$ cat config.mk
export PLATFORM = sky130hd
export DESIGN_NAME = iob_asym_fifo_ctrl
export DESIGN_NICKNAME = d
export VERILOG_FILES = /design/src/rtl/iob_asym_fifo_pkg.sv /design/src/rtl/iob_asym_fifo_ptr.sv /design/src/rtl/iob_asym_fifo_ctrl.sv
export SDC_FILE = /design/constraint.sdc
export NUM_CORES = 1
export LEC_CHECK = 0
export CORE_ASPECT_RATIO = 0.8
export CORE_UTILIZATION = 34
export DETAILED_ROUTE_END_ITERATION = 10
export GPL_TIMING_DRIVEN = 0
export PLACE_DENSITY = 0.77
export SYNTH_ARGS = -nofsm -noshare
export SYNTH_HDL_FRONTEND = slang
export SYNTH_SLANG_ARGS = --single-unit
$ cat constraint.sdc
create_clock -name clk -period 2.7 [get_ports clk]
set_input_delay 0.405 -clock clk [delete_from_list [all_inputs] [get_ports clk]]
set_output_delay 0.405 -clock clk [all_outputs]
set_load 0.005 [all_outputs]
$ cat src/rtl/iob_asym_fifo_pkg.sv
// Shared sizing helpers for the asymmetric (narrow-write / wide-read) FIFO controller.
package iob_asym_fifo_pkg;

  // almost_empty stays asserted until at least this many complete wide words are stored
  localparam int unsigned ALMOST_EMPTY_WIDE = 2;

  function automatic int unsigned calc_ratio(input int unsigned r_w, input int unsigned w_w);
    return r_w / w_w;
  endfunction

  function automatic int unsigned calc_log2ratio(input int unsigned r_w, input int unsigned w_w);
    return $clog2(r_w / w_w);
  endfunction

  function automatic int unsigned calc_level_w(input int unsigned addr_w);
    return addr_w + 1;
  endfunction

  function automatic int unsigned calc_almost_full_dflt(input int unsigned addr_w,
                                                        input int unsigned ratio);
    return (32'd1 << addr_w) - ratio;
  endfunction

endpackage

$ cat src/rtl/iob_asym_fifo_ptr.sv
// Wrapping pointer counter with increment enable and synchronous clear.
module iob_asym_fifo_ptr #(
  parameter int unsigned W = 4
) (
  input  logic         clk,
  input  logic         rst_n,
  input  logic         clr_i,
  input  logic         inc_i,
  output logic [W-1:0] ptr_o
);

  logic [W-1:0] ptr_q;
  logic [W-1:0] ptr_d;

  // next pointer: clear wins over increment, wrap is natural modulo 2**W
  always_comb begin
    if (clr_i) begin
      ptr_d = '0;
    end else if (inc_i) begin
      ptr_d = ptr_q + W'(1);
    end else begin
      ptr_d = ptr_q;
    end
  end

  // pointer register
  always_ff @(posedge clk or negedge rst_n) begin
    if (!rst_n) begin
      ptr_q <= '0;
    end else begin
      ptr_q <= ptr_d;
    end
  end

  assign ptr_o = ptr_q;

endmodule

$ cat src/rtl/iob_asym_fifo_ctrl.sv
// Single-clock controller for an asymmetric FIFO memory (narrow pushes, wide pops).
// Optional almost_full/almost_empty outputs are enabled by IOB_ASYM_FIFO_ALMOST_EN.
module iob_asym_fifo_ctrl
  import iob_asym_fifo_pkg::*;
#(
  parameter int unsigned W_DATA_W = 8,
  parameter int unsigned R_DATA_W = 32,
  parameter int unsigned W_ADDR_W = 6,
`ifdef IOB_ASYM_FIFO_ALMOST_EN
  parameter int unsigned ALMOST_FULL_LVL =
    calc_almost_full_dflt(W_ADDR_W, calc_ratio(R_DATA_W, W_DATA_W)),
`endif
  localparam int unsigned R_ADDR_W = W_ADDR_W - calc_log2ratio(R_DATA_W, W_DATA_W),
  localparam int unsigned LVL_W    = calc_level_w(W_ADDR_W)
) (
  input  logic                clk,
  input  logic                rst_n,
  input  logic                flush,
  input  logic                push,
  input  logic [W_DATA_W-1:0] push_data,
  input  logic                pop,
  output logic [R_DATA_W-1:0] pop_data,
  output logic                pop_valid,
  output logic                full,
  output logic                empty,
  output logic [LVL_W-1:0]    level,
  output logic                overflow,
  output logic                underflow,
`ifdef IOB_ASYM_FIFO_ALMOST_EN
  output logic                almost_full,
  output logic                almost_empty,
`endif
  output logic                mem_w_en,
  output logic [W_ADDR_W-1:0] mem_w_addr,
  output logic [W_DATA_W-1:0] mem_w_data,
  output logic                mem_r_en,
  output logic [R_ADDR_W-1:0] mem_r_addr,
  input  logic [R_DATA_W-1:0] mem_r_data
);

  localparam int unsigned     RATIO   = calc_ratio(R_DATA_W, W_DATA_W);
  localparam logic [LVL_W-1:0] CAP_L   = LVL_W'(2 ** W_ADDR_W);
  localparam logic [LVL_W-1:0] RATIO_L = LVL_W'(RATIO);

  logic [LVL_W-1:0] level_q, level_d;
  logic             pop_valid_q, pop_valid_d;
  logic             overflow_q, overflow_d;
  logic             underflow_q, underflow_d;
  logic             full_s, empty_s, push_acc_s, pop_acc_s;

  // flags come from the registered level only, so a same-cycle pop never frees room for a push
  assign full_s     = (level_q == CAP_L);
  assign empty_s    = (level_q < RATIO_L);
  assign push_acc_s = push & ~full_s & ~flush;
  assign pop_acc_s  = pop & ~empty_s & ~flush;

  iob_asym_fifo_ptr #(.W(W_ADDR_W)) u_wr_ptr (
    .clk   (clk),
    .rst_n (rst_n),
    .clr_i (flush),
    .inc_i (push_acc_s),
    .ptr_o (mem_w_addr)
  );

  iob_asym_fifo_ptr #(.W(R_ADDR_W)) u_rd_ptr (
    .clk   (clk),
    .rst_n (rst_n),
    .clr_i (flush),
    .inc_i (pop_acc_s),
    .ptr_o (mem_r_addr)
  );

  // next-state level, sticky error flags and read-valid pipeline
  always_comb begin
    level_d     = level_q;
    pop_valid_d = 1'b0;
    overflow_d  = overflow_q;
    underflow_d = underflow_q;
    if (flush) begin
      level_d     = '0;
      overflow_d  = 1'b0;
      underflow_d = 1'b0;
    end else begin
      level_d     = level_q + {{(LVL_W-1){1'b0}}, push_acc_s} - (pop_acc_s ? RATIO_L : '0);
      pop_valid_d = pop_acc_s;
      overflow_d  = overflow_q | (push & full_s);
      underflow_d = underflow_q | (pop & empty_s);
    end
  end

  // control state registers
  always_ff @(posedge clk or negedge rst_n) begin
    if (!rst_n) begin
      level_q     <= '0;
      pop_valid_q <= 1'b0;
      overflow_q  <= 1'b0;
      underflow_q <= 1'b0;
    end else begin
      level_q     <= level_d;
      pop_valid_q <= pop_valid_d;
      overflow_q  <= overflow_d;
      underflow_q <= underflow_d;
    end
  end

`ifdef IOB_ASYM_FIFO_ALMOST_EN
  logic almost_full_q, almost_empty_q;

  // almost flags track the next-state level so they align with level
  always_ff @(posedge clk or negedge rst_n) begin
    if (!rst_n) begin
      almost_full_q  <= 1'b0;
      almost_empty_q <= 1'b1;
    end else begin
      almost_full_q  <= (level_d >= LVL_W'(ALMOST_FULL_LVL));
      almost_empty_q <= (level_d < LVL_W'(ALMOST_EMPTY_WIDE * RATIO));
    end
  end

  assign almost_full  = almost_full_q;
  assign almost_empty = almost_empty_q;
`endif

  assign mem_w_en   = push_acc_s;
  assign mem_w_data = push_data;
  assign mem_r_en   = pop_acc_s;
  assign pop_data   = mem_r_data;
  assign pop_valid  = pop_valid_q;
  assign full       = full_s;
  assign empty      = empty_s;
  assign level      = level_q;
  assign overflow   = overflow_q;
  assign underflow  = underflow_q;

endmodule

# == Yosys cells after proc, flatten, opt, wreduce, memory -nomap -nowiden ==
# Index checks and enable logic that the tools add are counted.
# word_totals
register_bits,20
in_bits,45
out_inout_bits,64
# op_classes
eq_ne,1
bitwise_logic,11
mux,9
reduce_logical,2
addsub,4
order_cmp,1
# ops
op,count
6-bit 2-to-1 mux,2
4-bit 2-to-1 mux,2
7-bit by 1-bit adder with 7-bit output,1
"7-bit == test, second input constant",1
"7-bit by 3-bit < comparator with 1-bit output, second input constant",1
7-bit 2-to-1 mux,1
7-bit by 3-bit subtractor with 7-bit output,1
"6-bit by 1-bit adder with 6-bit output, second input constant",1
1-bit bitwise AND,6
"4-bit by 1-bit adder with 4-bit output, second input constant",1
2-bit nonzero test,2
1-bit 2-to-1 mux,3
3-bit 2-to-1 mux,1
1-bit inverter,3
1-bit bitwise OR,2

# == Logic depth before layout (Yosys ltp) ==
# depth
word_depth,7
ltp_mapped,11
mapped_depth_nobuf,11

# == Hierarchy ==
# From an unflattened synthesis, not the netlist that was laid out.
# unflattened
cells_unflattened,153
area_unflattened_um2,1495.2
# by_module_without_submodules
mod,n_inst,area_each_um2,seq_area_each_um2,cells_each
iob_asym_fifo_ctrl,1,1033.5,250.2,113
iob_asym_fifo_ptr (u_wr_ptr),1,269.0,150.1,24
iob_asym_fifo_ptr (u_rd_ptr),1,192.7,100.1,16

# == Worst setup path before layout ==
# No wires, ideal clock.
# synth_path
path_type,register to register
from,register level_q[6] (netlist: level[6])
to,register level_q[5] (netlist: level[5])
t_arrival_ps,2225
required_ps,2572
period_less_slack_ps,2353
setup_time_ps,128
slack_ps,347
path_stages_with_launch,12
cell_sequence,dfrtp_1 > inv_1 > ha_1 > nand3b_1 > nand4_1 > ha_1 > inv_1 > ha_1 > a211o_1 > a21oi_1 > o21bai_1 > mux2_1
# synth_between
elab_chain_len,7
elab_cells_between_ends,12
# synth_lines
item,line_no,text
start: declaration,iob_asym_fifo_ctrl.sv:45,"logic [LVL_W-1:0] level_q, level_d;"
start signal: assignment,iob_asym_fifo_ctrl.sv:99,level_q <= level_d;
7-bit == test / 7-bit by 3-bit < comparator with 1-bit output (equally long branches),"iob_asym_fifo_ctrl.sv:52, iob_asym_fifo_ctrl.sv:53",
1-bit inverter (on tied branches),"iob_asym_fifo_ctrl.sv:54, iob_asym_fifo_ctrl.sv:55",
1-bit bitwise AND (on tied branches) (2 in series),"iob_asym_fifo_ctrl.sv:54, iob_asym_fifo_ctrl.sv:55",
7-bit by 1-bit adder with 7-bit output / 3-bit 2-to-1 mux (equally long branches),iob_asym_fifo_ctrl.sv:84,"level_d = level_q + {{(LVL_W-1){1'b0}}, push_acc_s} - (pop_acc_s ? RATIO_L : '0);"
7-bit by 3-bit subtractor with 7-bit output *,iob_asym_fifo_ctrl.sv:84,
7-bit 2-to-1 mux *,iob_asym_fifo_ctrl.sv:79,if (flush) begin
via level_d[5],iob_asym_fifo_ctrl.sv:45,
# Mark *: on every way through the listed nets, which the timed path passes. The rest lies on a longest branch.
# A chain may end at the register's enable or synchronous reset.

# == Worst setup path in the final report ==
# layout_path
from,register level_q[3] (netlist: level[3])
to,register level_q[5] (netlist: level[5])
# The elaborated chain is that of the path after synthesis.

==> reports/qor.json <==
{
  "outcome": {"value": "finished, final reports clean"},
  "path_cells": {"value": "inv_1 > ha_1 > nand3b_1 > nand4_1 > ha_4 > inv_1 > ha_1 > a211o_1 > a21oi_1 > o21bai_1 > mux2_1"},
  "place_congestion": {"value": 0.8381},
  "setup_ws": {"value": 0.1209, "unit": "ns"},
  "synth.net_count": {"value": 217},
  "initial_antenna_violation_count": {"value": 0},
  "floorplan.die_area": {"value": 4623, "unit": "µm²"},
  "ir_drop": {"value": 0.3948, "unit": "mV"},
  "clock_latency": {"value": 0.26, "unit": "ns"},
  "post_synth_most_frequent_cells": {"value": "40 x buf_4, 20 x dfrtp_1, 17 x nor2_1"},
  "fp.coreArea": {"value": 4178, "unit": "µm²"},
  "timing_worst_slew_pin_value": {"value": 0.9576, "unit": "ns"},
  "synthToLayoutAreaGrowth": {"value": 56.80, "unit": "%"},
  "critical_path.max_fanout": {"value": 4},
  "synth_cells": {"value": 157},
  "min_period_over_period": {"value": 95.52, "unit": "%"},
  "reg2reg_end": {"value": "level[5]"},
  "combined_area_of_the_multi_input_logic_cells": {"value": 646.9, "unit": "µm²"},
  "timing.hold.worst_endpoint": {"value": "underflow"},
  "port_buffers": {"value": 68},
  "cts_tree": {"value": "done"},
  "cell_types_occupying_the_most_area_after_synthesis": {"value": "dfrtp_1 34%, buf_4 20%, ha_1 13%, nor2_1 4.3%, xnor2_1 3.6%"},
  "floorplan.io_pins": {"value": 109},
  "ys_async_sr_fraction": {"value": 100.0, "unit": "%"},
  "reg2reg_slack": {"value": 0.12, "unit": "ns"},
  "worst_reg_to_reg_cells": {"value": 11},
  "worst-endpoint-required": {"value": 2.85, "unit": "ns"},
  "area.sequential": {"value": 501.7, "unit": "µm²"},
  "worstHoldStart": {"value": "underflow"},
  "globalRouteTotalUtil": {"value": 13.46, "unit": "%"},
  "hpwlAfterDp": {"value": 2571, "unit": "µm"},
  "critical_path.top_delay_family": {"value": "adder cells"},
  "whs": {"value": 0.5014, "unit": "ns"},
  "yosysWarningCount": {"value": 0},
  "synth.yosys.seq_area_share": {"value": 33.81, "unit": "%"},
  "postRouteAntennaNets": {"value": 0},
  "post_drt_wl_per_cell": {"value": 11.09, "unit": "µm"},
  "cell_row_count": {"value": 21},
  "fill_cells": {"value": 367},
  "wirelength": {"value": 3172, "unit": "µm"},
  "syn_avg_cell_area": {"value": 9.428, "unit": "µm²"},
  "clock_tree.buffer_depth": {"value": 2},
  "grt-ovfl-total": {"value": 0},
  "power_leakage": {"value": 1.060, "unit": "nW"},
  "synth_edf_count": {"value": 0},
  "holdPathStages": {"value": 2},
  "largest_net_degree_at_the_start_of_global_routing": {"value": 21},
  "timing.setup.critical_path_class": {"value": "flip-flop to flip-flop"},
  "max_freq": {"value": 387.7, "unit": "MHz"},
  "pre_cts_slack": {"value": -0.5031, "unit": "ns"},
  "synth_cell_type_count": {"value": 33},
  "drc_errors": {"value": 0},
  "hold_viol_final": {"value": 0},
  "cts_max_level": {"value": 1},
  "worst_r2r_startpoint": {"value": "level[3]"},
  "drtIter0Drc": {"value": 25},
  "final-setup-viol-count": {"value": 0},
  "count_leader_synth": {"value": "buf_4"},
  "worstSetupEndpointType": {"value": "flip-flop"},
  "grt_pass1_vias": {"value": 996},
  "routed-via-count": {"value": 1262},
  "critical_path.slowest_cell": {"value": "dfrtp_1"},
  "die_height": {"value": 61.02, "unit": "µm"},
  "post_synth_instance_area": {"value": 1480, "unit": "µm²"},
  "arrival": {"value": 2.73, "unit": "ns"},
  "die_width": {"value": 75.77, "unit": "µm"},
  "via_per_inst": {"value": 4.413},
  "critical_path.max_stage_delay": {"value": 0.43, "unit": "ns"},
  "antenna-diode-count": {"value": 0},
  "drt_first_pass_iters": {"value": 4},
  "critPathBufInv": {"value": 2},
  "yosys_most_used_dff": {"value": "dfrtp_1"},
  "cts-root-buf": {"value": "clkbuf_8"},
  "maxSlewHeadroom": {"value": 35.96, "unit": "%"},
  "floorplan.initialDensity": {"value": 35.43, "unit": "%"},
  "cts.clk_slew.worst_paths": {"value": 0.08, "unit": "ns"},
  "timing.max_cap.violations": {"value": 0},
  "final_nets": {"value": 290},
  "synth_top_area_cell": {"value": "dfrtp_1"},
  "cts.sink_count": {"value": 20},
  "critical_path.startpoint_type": {"value": "flip-flop"},
  "period_needed": {"value": 2.579, "unit": "ns"},
  "hp-class": {"value": "flip-flop to flip-flop"},
  "grt_first_pass_wirelength": {"value": 4643, "unit": "µm"},
  "fraction_of_final_layout_cells_with_drive_strength_greater_than_1": {"value": 22.71, "unit": "%"},
  "timing.clock.skew": {"value": 0.001870, "unit": "ns"},
  "pwr_density_cell": {"value": 693.7, "unit": "nW/µm²"},
  "netlist.area_leader.share": {"value": 33.81, "unit": "%"},
  "cts_buffers": {"value": 3},
  "final-max-slew-violation-count": {"value": 0},
  "power.total": {"value": 1.610, "unit": "mW"},
  "synth-seq-cells": {"value": 20}
}
-- final cells by class --
cell class | count | area share, %
repair buffers | 69 | 29.60
multi-input cells | 85 | 27.87
flip-flops and latches | 20 | 21.62
plain buffers | 41 | 13.15
well taps | 57 | 3.073
clock buffers | 3 | 1.779
inverters | 10 | 1.617
clock inverters | 1 | 1.294
-- cells by family after synthesis --
| family | synth area share, % |
|---|---|
| compound gates | 7.946 |
| xor+xnor | 5.326 |
| fa+ha+maj | 12.68 |
| buf+inv | 23.33 |
| flops | 33.81 |
| mux | 2.113 |
| simple gates | 14.79 |
-- layer usage --
layer  up-vias  wire, µm  track usage [%]
li1        637         -                -
met3         2       178            3.437
met1       577      1527            19.96
met2        46      1450            19.22
met4         0        15            3.968
met5         -         0                0
-- per-stage QoR --
step / setup TNS (ns) / cells / instance area [µm²] / util (%)
detailed placement: -1.773 / 282 / 2232 / 53.43
global route: -0.005115 / 286 / 2321 / 55.56
finish: 0 / 286 / 2321 / 55.56
floorplan: 0 / 157 / 1480 / -
CTS: 0 / 285 / 2300 / 55.05
global placement: -1.902 / 282 / 2232 / 53.43
-- worst min-delay path, cell delays in order, from the launching register on --
cell     delay, ns
dfrtp_1       0.34
a21oi_1       0.04
nor2_1        0.08
-- worst max-delay path by stage --
stage          slack [ns]  cells after the start  endpoint      from
2_1_floorplan        0.35                     11  level[5]  level[6]
5_1_grt            -0.005                     11  level[5]  level[3]
4_1_cts              0.05                     11  level[5]  level[6]
3_3_place_gp        -0.54                      9  level[5]     flush
3_5_place_dp        -0.50                      9  level[5]     flush
6_report             0.12                     11  level[5]  level[3]
-- flip-flops by register name, summed over array words and instances (netlist names) --
name	flops
underflow	1
level	7
u_wr_ptr.ptr_o	6
overflow	1
pop_valid	1
u_rd_ptr.ptr_o	4
-- where the power goes --
group / switching [mW] / total, mW / leakage [nW] / internal, mW
Sequential: 0.0709 / 0.435 / 0.269 / 0.364
Combinational: 0.371 / 0.870 / 0.755 / 0.499
Clock: 0.108 / 0.306 / 0.0357 / 0.198
-- cell usage in the layout (no fill, tap or decap), types with 2 or more instances in the layout --
master,netlist,routed
mux2i_1,2,2
nor2b_1,2,2
o21bai_1,2,2
nand3_1,2,2
inv_1,10,9
xor2_1,3,3
or3_1,2,2
nand4_1,5,5
ha_1,15,14
nand2b_1,2,2
xnor2_1,6,6
clkbuf_8,0,3
nand2_1,3,3
nor2_1,17,17
dfrtp_1,20,19
buf_4,40,41
or4_1,2,2
a31oi_1,3,3
clkdlybuf4s50_1,0,67
a21oi_1,6,6
-- repair_timing --
| action | 4_1_cts | 5_1_grt |
|---|---|---|
| hold buffers | 0 | 0 |
| setup buffers | 0 | 1 |
| pin swaps | 0 | 1 |
| gates resized for setup | 2 | 3 |
| setup endpoints to repair | 4 | 2 |
Power figures use the tool's default switching activity.
